**src/rtl/hazard_unit_pkg.sv**
```systemverilog
// Shared pipeline definitions for the hazard unit: FSM state encoding and parameter defaults.
package hazard_unit_pkg;

  typedef enum logic [1:0] {
    RUN    = 2'd0,
    FLUSH  = 2'd1,
    FREEZE = 2'd2
  } hz_state_e;

  localparam int DEF_FLUSH_CYCLES = 2;
  localparam int DEF_CNT_W        = 16;
  localparam int FCNT_W           = 3;

endpackage

```
**src/rtl/hazard_unit_sat_counter.sv**
```systemverilog
// Saturating up-counter with asynchronous clear; holds at all-ones instead of wrapping.
module sat_counter #(
  parameter int WIDTH = 16
) (
  input  logic             clk,
  input  logic             rst,
  input  logic             inc_i,
  output logic [WIDTH-1:0] cnt_o
);

  logic [WIDTH-1:0] cnt_q;
  logic [WIDTH-1:0] cnt_d;

  always_comb begin
    cnt_d = cnt_q;
    if (inc_i && (cnt_q != {WIDTH{1'b1}})) begin
      cnt_d = cnt_q + WIDTH'(1);
    end
  end

  always_ff @(posedge clk or posedge rst) begin
    if (rst) begin
      cnt_q <= '0;
    end else begin
      cnt_q <= cnt_d;
    end
  end

  assign cnt_o = cnt_q;

endmodule

```
**src/rtl/hazard_unit.sv**
```systemverilog
// Pipeline hazard control: load-use bubbles, branch flush windows and memory freezes.
// Outputs are Mealy (same-cycle response); counters tally bubbles and taken branches.
module hazard_unit
  import hazard_unit_pkg::*;
#(
  parameter int FLUSH_CYCLES = DEF_FLUSH_CYCLES,
  parameter int CNT_W        = DEF_CNT_W
) (
  input  logic             clk,
  input  logic             rst,
  input  logic [4:0]       idRs,
  input  logic [4:0]       idRt,
  input  logic             idUsesRt,
  input  logic             exMemRead,
  input  logic [4:0]       exRt,
  input  logic             branchTaken,
  input  logic             memBusy,
  output logic             pcWrite,
  output logic             ifidWrite,
  output logic             hazard,
  output logic             branchDet,
  output logic [CNT_W-1:0] stallCnt,
  output logic [CNT_W-1:0] flushCnt
);

  localparam logic [FCNT_W-1:0] FLUSH_LOAD = FCNT_W'(FLUSH_CYCLES - 1);

  hz_state_e         state_q, state_d;
  logic [FCNT_W-1:0] fcnt_q, fcnt_d;
  logic              load_use;
  logic              br_count;

  assign load_use = exMemRead && (exRt != 5'd0) &&
                    ((exRt == idRs) || (idUsesRt && (exRt == idRt)));

  always_comb begin
    state_d   = state_q;
    fcnt_d    = fcnt_q;
    pcWrite   = 1'b1;
    ifidWrite = 1'b1;
    hazard    = 1'b0;
    branchDet = 1'b0;
    br_count  = 1'b0;

    unique case (state_q)
      RUN: begin
        if (branchTaken) begin
          branchDet = 1'b1;
          br_count  = 1'b1;
          fcnt_d    = FLUSH_LOAD;
          state_d   = (FLUSH_CYCLES > 1) ? FLUSH : RUN;
        end else if (memBusy) begin
          pcWrite   = 1'b0;
          ifidWrite = 1'b0;
          state_d   = FREEZE;
        end else if (load_use) begin
          hazard    = 1'b1;
          pcWrite   = 1'b0;
          ifidWrite = 1'b0;
        end
      end
      FLUSH: begin
        branchDet = 1'b1;
        if (branchTaken) begin
          br_count = 1'b1;
          fcnt_d   = FLUSH_LOAD;
        end else begin
          fcnt_d = fcnt_q - FCNT_W'(1);
          if (fcnt_q == FCNT_W'(1)) begin
            state_d = RUN;
          end
        end
      end
      FREEZE: begin
        // The branch stage is frozen here, so branchTaken is not trusted even on the exit cycle.
        if (memBusy) begin
          pcWrite   = 1'b0;
          ifidWrite = 1'b0;
        end else begin
          state_d = RUN;
          if (load_use) begin
            hazard    = 1'b1;
            pcWrite   = 1'b0;
            ifidWrite = 1'b0;
          end
        end
      end
      default: begin
        state_d = RUN;
        fcnt_d  = '0;
      end
    endcase

    if (rst) begin
      pcWrite   = 1'b1;
      ifidWrite = 1'b1;
      hazard    = 1'b0;
      branchDet = 1'b0;
      br_count  = 1'b0;
    end
  end

  always_ff @(posedge clk or posedge rst) begin
    if (rst) begin
      state_q <= RUN;
      fcnt_q  <= '0;
    end else begin
      state_q <= state_d;
      fcnt_q  <= fcnt_d;
    end
  end

  sat_counter #(.WIDTH(CNT_W)) u_stall_cnt (
    .clk   (clk),
    .rst   (rst),
    .inc_i (hazard),
    .cnt_o (stallCnt)
  );

  sat_counter #(.WIDTH(CNT_W)) u_flush_cnt (
    .clk   (clk),
    .rst   (rst),
    .inc_i (br_count),
    .cnt_o (flushCnt)
  );

endmodule

```
**config.mk**
```make
export PLATFORM = sky130hd
export DESIGN_NAME = hazard_unit
export DESIGN_NICKNAME = d
export VERILOG_FILES = /design/src/rtl/hazard_unit_pkg.sv /design/src/rtl/hazard_unit_sat_counter.sv /design/src/rtl/hazard_unit.sv
export SDC_FILE = /design/constraint.sdc
export NUM_CORES = 1
export LEC_CHECK = 0
export ABC_CLOCK_PERIOD_IN_PS = 2300
export BUFFER_PORTS_ARGS = -buffer_cell sky130_fd_sc_hd__buf_2
export CAP_MARGIN = 40
export CORE_ASPECT_RATIO = 1.25
export CORE_MARGIN = 3
export CORE_UTILIZATION = 51
export DETAILED_ROUTE_END_ITERATION = 10
export PLACE_DENSITY_LB_ADDON = 0.05
export SLEW_MARGIN = 10
export SYNTH_ARGS = -nofsm -noshare
export SYNTH_HDL_FRONTEND = slang
export SYNTH_SLANG_ARGS = --single-unit
```
**constraint.sdc**
```tcl
create_clock -name clk -period 2.3 [get_ports clk]
set_clock_uncertainty 0.05 [all_clocks]
set_input_delay 0.115 -clock clk [delete_from_list [all_inputs] [get_ports clk]]
set_output_delay 0.115 -clock clk [all_outputs]
set_load 0.005 [all_outputs]
```
# Word level (Yosys, flattened, before mapping)
# Cells that the tools add are included.
[classes]
shift = 0
n_mux = 24
n_div = 0
n_eq_ne = 12
multipliers = 0
n_reduce_logical = 11
bitwise = 1
n_addsub = 3
n_lt_le_gt_ge = 0
[op_table]
columns = ["operator", "n"]
rows = [
  ["adder 16 x 1 -> 16 bit (second input constant)", 2],
  ["inequality test 16 bit (second input constant)", 2],
  ["2-to-1 mux 1 bit", 12],
  ["== test 5 bit", 2],
  ["2-to-1 mux 2 bit", 5],
  ["one-hot mux 3 bit (3 select lines)", 1],
  ["inequality test 2 bit (second input constant)", 4],
  ["2-to-1 mux 3 bit", 2],
  ["one-hot mux 1 bit (2 select lines)", 3],
  ["one-hot mux 2 bit (3 select lines)", 1],
  ["logical AND 1 bit", 5],
  ["nonzero test 5 bit", 1],
  ["AND reduction 4 bit", 1],
  ["== test 3 x 1 -> 1 bit (second input constant)", 1],
  ["inequality test 3 bit (second input constant)", 1],
  ["subtractor 3 x 1 -> 3 bit (second input constant)", 1],
  ["== test 2 x 1 -> 1 bit (second input constant)", 1],
  ["== test 2 bit (second input constant)", 1],
  ["logical NOT 2 bit", 1],
  ["AND reduction 2 bit", 1],
  ["OR reduction 2 bit", 1],
  ["logical OR 1 bit", 1],
  ["inverter 1 bit", 1],
]
[word_totals]
out_inout_bits = 36
latchBits = 0
ramBits = 0
inputBits = 21
memories = 0
mem_bits_ro = 0
word_cells = 55
register_bits = 37

# Longest topological paths before layout
# Gate-level depths: netlist (run 1).
[depth]
word_depth = 10
depth_mapped = 7
ltp_nobuf = 6

# Hierarchy
# A second synthesis (run 1) with hierarchy kept.
[unflattened]
cells_unflattened = 192
hier_area_um2 = 2039.5
[modules_own_cells]
columns = ["mod", "n_inst", "cells_each", "area_each_um2", "seq_area_each_um2"]
rows = [
  ["sat_counter", 2, 71, 805.8, 400.4],
  ["hazard_unit", 1, 50, 427.9, 125.1],
]

# Least setup slack after synthesis (run 1)
# Ideal clock, no wire load.
[synth_timing]
path_type = "reg-to-reg"
startpoint = "register u_stall_cnt.cnt_q[0], in the netlist u_stall_cnt.cnt_o[0]"
endpoint = "register u_stall_cnt.cnt_q[1], in the netlist u_stall_cnt.cnt_o[1]"
t_required_ps = 2125
period_less_slack_ps = 1864
path_slack_ps = 436
setup_time_ps = 125
path_stages_with_launch = 7
arrival_time_ps = 1689
n_path_buf = 0
path_cell_list = "dfrtp_1 -> ha_1 -> nand3_1 -> nor4_2 -> a211oi_4 -> nand2_2 -> mux2_4"
[synth_via]
elab_chain_cells = 2
word_cells_on_any_way = 3
cone_classes = "add/sub: 1; eq/ne: 1; reduce/logical: 1"
[synth_rtl]
columns = ["element", "line_no", "source"]
rows = [
  ["start: declaration", "hazard_unit_sat_counter.sv:11", "logic [WIDTH-1:0] cnt_q;"],
  ["start signal: assignment", "hazard_unit_sat_counter.sv:25", "cnt_q <= cnt_d;"],
  ["parallel branches: the longest is 2 deep, another holds adder 16 x 1 -> 16 bit", "-", ""],
]
# Several ways; the timed one is not identified.
# A chain may end at the register's enable or synchronous reset.

# Final worst setup path (run 1)
# Same ends and word-level chain as after synthesis.

==> results of run 1 <==
[stage by stage]
step / std cells / area [um^2] / power (uW) / hold slack (ns)
2_1_floorplan: 197 / 2050 / 1040 / 0.192
3_5_place_dp: 306 / 2390 / 1180 / 0.272
5_1_grt: 315 / 2480 / 1720 / 0.0776
6_report: 315 / 2480 / 1600 / 0.0703
4_1_cts: 315 / 2480 / 1630 / 0.0636
3_3_place_gp: 306 / 2390 / 1170 / 0.263
[state kept, by name, indices dropped and copies added, names as in the netlist]
name and flops:
state_q 2, fcnt_q 3, u_flush_cnt.cnt_o 16, u_stall_cnt.cnt_o 16
[placed cells by master, fill, tap and decap left out, types with 3 or more instances in the layout]
master / instances
nand2_1: 15
nand4_1: 15
nand3_1: 16
xnor2_1: 35
ha_1: 4
buf_4: 3
nor2_1: 11
nor3_1: 4
clkbuf_8: 5
a21oi_1: 4
inv_1: 6
buf_2: 56
o21ai_0: 4
dfrtp_1: 37
and3_1: 5
[cells by family (layout without fill, tap and decap cells)]
group / Yosys count / count (layout) / share of synthesized area, %
buffers and inverters: 10 / 74 / 2.62
adder cells (fa/ha/maj): 4 / 4 / 2.44
multiplexers: 3 / 3 / 1.83
AO/OA/AOI/OAI: 17 / 17 / 6.46
XOR/XNOR: 37 / 37 / 15.8
AND/OR/NAND/NOR: 89 / 89 / 25.7
flip-flops: 37 / 37 / 45.1
[power groups by stage]
stage / registers (uW) / clock network, uW / logic [uW]
floorplan: 830 / 0 / 214
global placement: 844 / 0 / 330
detailed placement: 848 / 0 / 337
CTS: 836 / 456 / 340
global route: 859 / 478 / 385
finish: 835 / 434 / 332
[layout make-up]
type	instances	area, um^2
fillers	328	1330
multi-input cells	150	1070
flip-flops and latches	37	926
repair buffers	60	313
clock buffers	6	72.6
well taps	54	67.6
inverters	6	22.5
clock inverters	2	10.0
[per-layer routing]
metal	routed length (um)	global-route usage, %	vias up
met4	51	6.18	0
met5	0	0	-
met3	137	4.25	5
met2	2170	34.9	31
met1	1810	21.8	796
li1	-	-	824
[worst paths after layout]
check / endpoint / from / depth (start not counted) / slack [ns]
min in group asynchronous: fcnt_q[2] / rst / 4 / 0.50
worst max-delay path: u_stall_cnt.cnt_o[1] / u_stall_cnt.cnt_o[0] / 6 / 0.31
worst max register to register: u_stall_cnt.cnt_o[1] / u_stall_cnt.cnt_o[0] / 6 / 0.31
worst min register to register: fcnt_q[1] / fcnt_q[1] / 2 / 0.43
max in group asynchronous: u_stall_cnt.cnt_o[9] / rst / 4 / 1.38
worst min-delay path: state_q[1] / memBusy / 2 / 0.07
[what timing repair did]
action / 4_1_cts / 5_1_grt
endpoints found under the hold margin: 37 / 0
hold buffers: 1 / 0
setup buffers: 0 / 0
gates resized for setup: 0 / 0
==> impl_results.md, run 1 <==
- Outcome: finished clean
- Final Worst Setup Slack: 0.312 ns
- Relative slew slack: 63.1%
- Reg power frac: 52.1%
- TNS Setup: 0 ns
- Clock network fraction of design power: 27.1%
- Synth area leader: dfrtp_1
- Initial Util: 53.8%
- Worst-Margin Slew: 0.549 ns
- Port bufs: 56
- Yosys warns: 0
- Worst Path Arrival: 2.11 ns
- Synth cell count leaders: dfrtp_1 (37), xnor2_1 (35), nand3_1 (16)
- CP top delay family: simple AND/OR/NAND/NOR gates
- Number of flops mapped to enable cells by yosys: 0
- Synth Register Bits: 37
- Mean area per synthesized cell: 10.4 um^2
- Inserted Diodes: 0
- Post-route minimum period: 1.99 ns
- Required @ worst endpoint: 2.43 ns
- Switching pwr: 498 uW
- DRC errors left: 0
- CTS tree: done
- Worst setup SP type: flop
- Async SR Flop Fraction: 100%
- Max cap viols: 0
- TritonCTS Buffers: 5
- Mapped Area: 2050 um^2
- Logic pwr share: 20.7%
- Unrepaired setup endpoints after global routing: false
- Crit Path Max Fanout: 7
- Num rows: 25
- Die area: 4830 um^2
- Syn Nets: 222
- Final Max Tran Viols: 0
- GR Overflow Total: 0
- Initial antenna violation count: 0
- Tcrit/Tclk final: 86.4%
- Placer Congestion: 0.811
- Layout cells sized above 1: 31.0%
- Vias after detailed routing: 1656
- Clock-pin transition on the worst setup and hold timing paths: 0.07 ns
- CP Class: reg2reg
- Largest net degree at the start of global routing: 38
- PD cells: 645 nW/um^2
- Sw frac: 31.1%
- Endpoints failing hold: 0
- Hold Path Class: in2reg
- DRT Pass-1 Iters: 4
- Slowest stage cell, crit path: nor4_2
- P_leak: 0.00116 uW
- Post-Syn Instances: 197
- Final setup violation count: 0
- CP max stage delay: 0.46 ns
- Io pins: 57
- VDD IR-drop max: 502 uV
- Core box area: 3820 um^2
- Overall routing resource usage: 19.1%
- Int Pwr: 1100 uW
- Clock buffer depth: 2
- Synth top area cells: dfrtp_1 (45%), xnor2_1 (15%), nand4_1 (4.6%), nand3_1 (3.9%), nand2_1 (2.7%)
- Final nets: 285
- First-pass GRT wire length: 7510 um
- Final core utilization: 65.1%
- Die Y: 76.9 um
- Drt wl/cell: 13.2 um
- CTS H-tree depth: 2
- Final WL: 4170 um
- Worst-skew pair later-pin latency: 0.28 ns
- Layout overhead on the synthesized area: 21.0%
- Register area share after synthesis: 45.1%
- Most frequent cell after synthesis: dfrtp_1
- Pre-CTS WS: 0.340 ns
- Setup crit end kind: flop
- Yosys top cell area share: 45.1%
- Primary FF master, synth: dfrtp_1
- Die X: 62.7 um
- Starting DRC count in detailed routing: 72
- Fmax: 0.503 GHz
- Root buffer cell: clkbuf_8
- Netlist cell types: 45
- Clock sink count: 37
- Routed Antenna Nets: 0
- Crit path cell chain: ha_1, nand3_1, nor4_2, a211oi_4, nand2_2, mux2_4
- Vias per inst: 5.26
- Buffers and inverters on the worst path: 0
- Vias in the first global route: 1684
- Post-DP HPWL: 3170 um
Power figures use the tool's default switching activity.
==> inputs of run 2 (changes only) <==
Settings changed: PLACE_DENSITY set to 0.78, PLACE_DENSITY_LB_ADDON 0.05 to not set.
==> impl_results.md, run 2 (same netlist as run 1, synthesis figures left out) <==
- Outcome: finished clean
- Num rows: 25
- Hold Path Class: in2reg
- Crit Path Max Fanout: 7
- Commonest non-fill, non-tap cell in the layout: buf_2
- Layout overhead on the synthesized area: 21.0%
- Vias per inst: 5.38
- Vias in the first global route: 1637
- Clock sink count: 37
- Io pins: 57
- Worst-Margin Slew: 0.572 ns
- Setup crit end kind: flop
- Initial Util: 53.8%
- First-pass GRT wire length: 7280 um
- Die Y: 76.9 um
- Final Max Tran Viols: 0
- WHS: 0.0681 ns
- Unrepaired setup endpoints after global routing: false
- Tcrit/Tclk final: 86.0%
- Layout cells sized above 1: 31.0%
- Largest net degree at the start of global routing: 24
- Resized Gates After CTS: 0
- Fillers: 339
- Placer Congestion: 0.781
- Crit path cell chain: ha_1, nand3_1, nor4_2, a211oi_4, nand2_2, mux2_4
- CTS tree: done
- Vias after detailed routing: 1695
- Slowest stage cell, crit path: nor4_2
- Routed Antenna Nets: 0
- Post-DP HPWL: 3240 um
- Relative slew slack: 61.9%
- Core box area: 3820 um^2
- Placed cells: 306
- Post-route minimum period: 1.98 ns
- Max cap viols: 0
- P_leak: 0.00116 uW
- Initial antenna violation count: 0
- Endpoints failing hold: 0
- Final setup violation count: 0
- PD cells: 648 nW/um^2
- Worst-skew pair later-pin latency: 0.29 ns
- TNS Setup: 0 ns
- VDD IR-drop max: 601 uV
- CP top delay family: simple AND/OR/NAND/NOR gates
- Final WL: 4240 um
- Drt wl/cell: 13.4 um
- Die X: 62.7 um
- Overall routing resource usage: 18.9%
- Required @ worst endpoint: 2.43 ns
- TritonCTS Buffers: 5
- DRC errors left: 0
- Postcts setup bufs: 0
- Clock-pin transition on the worst setup and hold timing paths: 0.07 ns
- Die area: 4830 um^2
- CP Class: reg2reg
- CP max stage delay: 0.45 ns
- Final Power: 1610 uW
- Worst Path Arrival: 2.11 ns
- Root buffer cell: clkbuf_8
- Final Cell Area: 2480 um^2
- Inserted Diodes: 0
- Placed cell areas: 2390 um^2
- Port bufs: 56
- CTS H-tree depth: 2
- Clock buffer depth: 2
- Fmax: 0.505 GHz
- DRT Pass-1 Iters: 5
- Post-Layout Cell Count: 315
- Buffers and inverters on the worst path: 0
- Starting DRC count in detailed routing: 40
- Worst setup SP type: flop
- Final nets: 285
- GR Overflow Total: 0
- Most frequent cells in the layout: buf_2 (56), dfrtp_1 (37), xnor2_1 (35)
==> run 2: cell counts in the layout (fill, tap and decap cells not counted) <==
Identical to the previous run, type by type.
==> run 2: path summary, 6_finish.rpt <==
kind / from / endpoint / slack [ns] / cells after the start
worst min-delay path: memBusy / state_q[1] / 0.07 / 2
min in group asynchronous: rst / fcnt_q[2] / 0.40 / 3
max in group asynchronous: rst / u_flush_cnt.cnt_o[7] / 1.10 / 4
worst min register to register: fcnt_q[2] / fcnt_q[2] / 0.44 / 1
worst max register to register: u_stall_cnt.cnt_o[0] / u_stall_cnt.cnt_o[1] / 0.32 / 6
worst max-delay path: u_stall_cnt.cnt_o[0] / u_stall_cnt.cnt_o[1] / 0.32 / 6
==> run 2: power by group <==
part	switching (uW)	internal [uW]
clock network	227	210
logic	174	163
registers	102	733
total	503	1110
==> run 2: area by class of cell <==
class | count | area [um^2] | share of cell area, %
clock buffer | 6 | 72.6 | 2.92
multi-input combinational | 150 | 1070 | 43.2
sequential | 37 | 926 | 37.3
inverter | 6 | 22.5 | 0.907
tap | 54 | 67.6 | 2.72
clock inverter | 2 | 10.0 | 0.403
timing repair buffer | 60 | 313 | 12.6
==> run 2: worst register-to-register path, stage by stage, from the launching register on <==
cell and delay (ns):
dfrtp_1 0.41, ha_1 0.19, nand3_1 0.19, nor4_2 0.45
a211oi_4 0.16, nand2_2 0.13, mux2_4 0.30
==> run 2: repair_timing <==
| action | in CTS | in global routing |
|---|---|---|
| endpoints found under the setup margin | 0 | 0 |
| hold endpoints to repair | 14 | 0 |
| hold buffers | 1 | 0 |
==> run 2: per-layer routing <==
layer  wire length [um]  GRT usage, %  up-vias
li1                   -             -      823
met1               1750          21.9      793
met2               2130          33.4       66
met3                282          5.12       13
met4                 72          6.18        0
met5                  0             0        -
==> run 2: per-stage QoR <==
stage | setup slack (ns) | utilization (%)
3_5_place_dp | 0.332 | 62.7
2_1_floorplan | 0.436 | -
3_3_place_gp | 0.386 | 62.7
5_1_grt | 0.185 | 65.1
6_report | 0.321 | 65.1
4_1_cts | 0.320 | 65.1
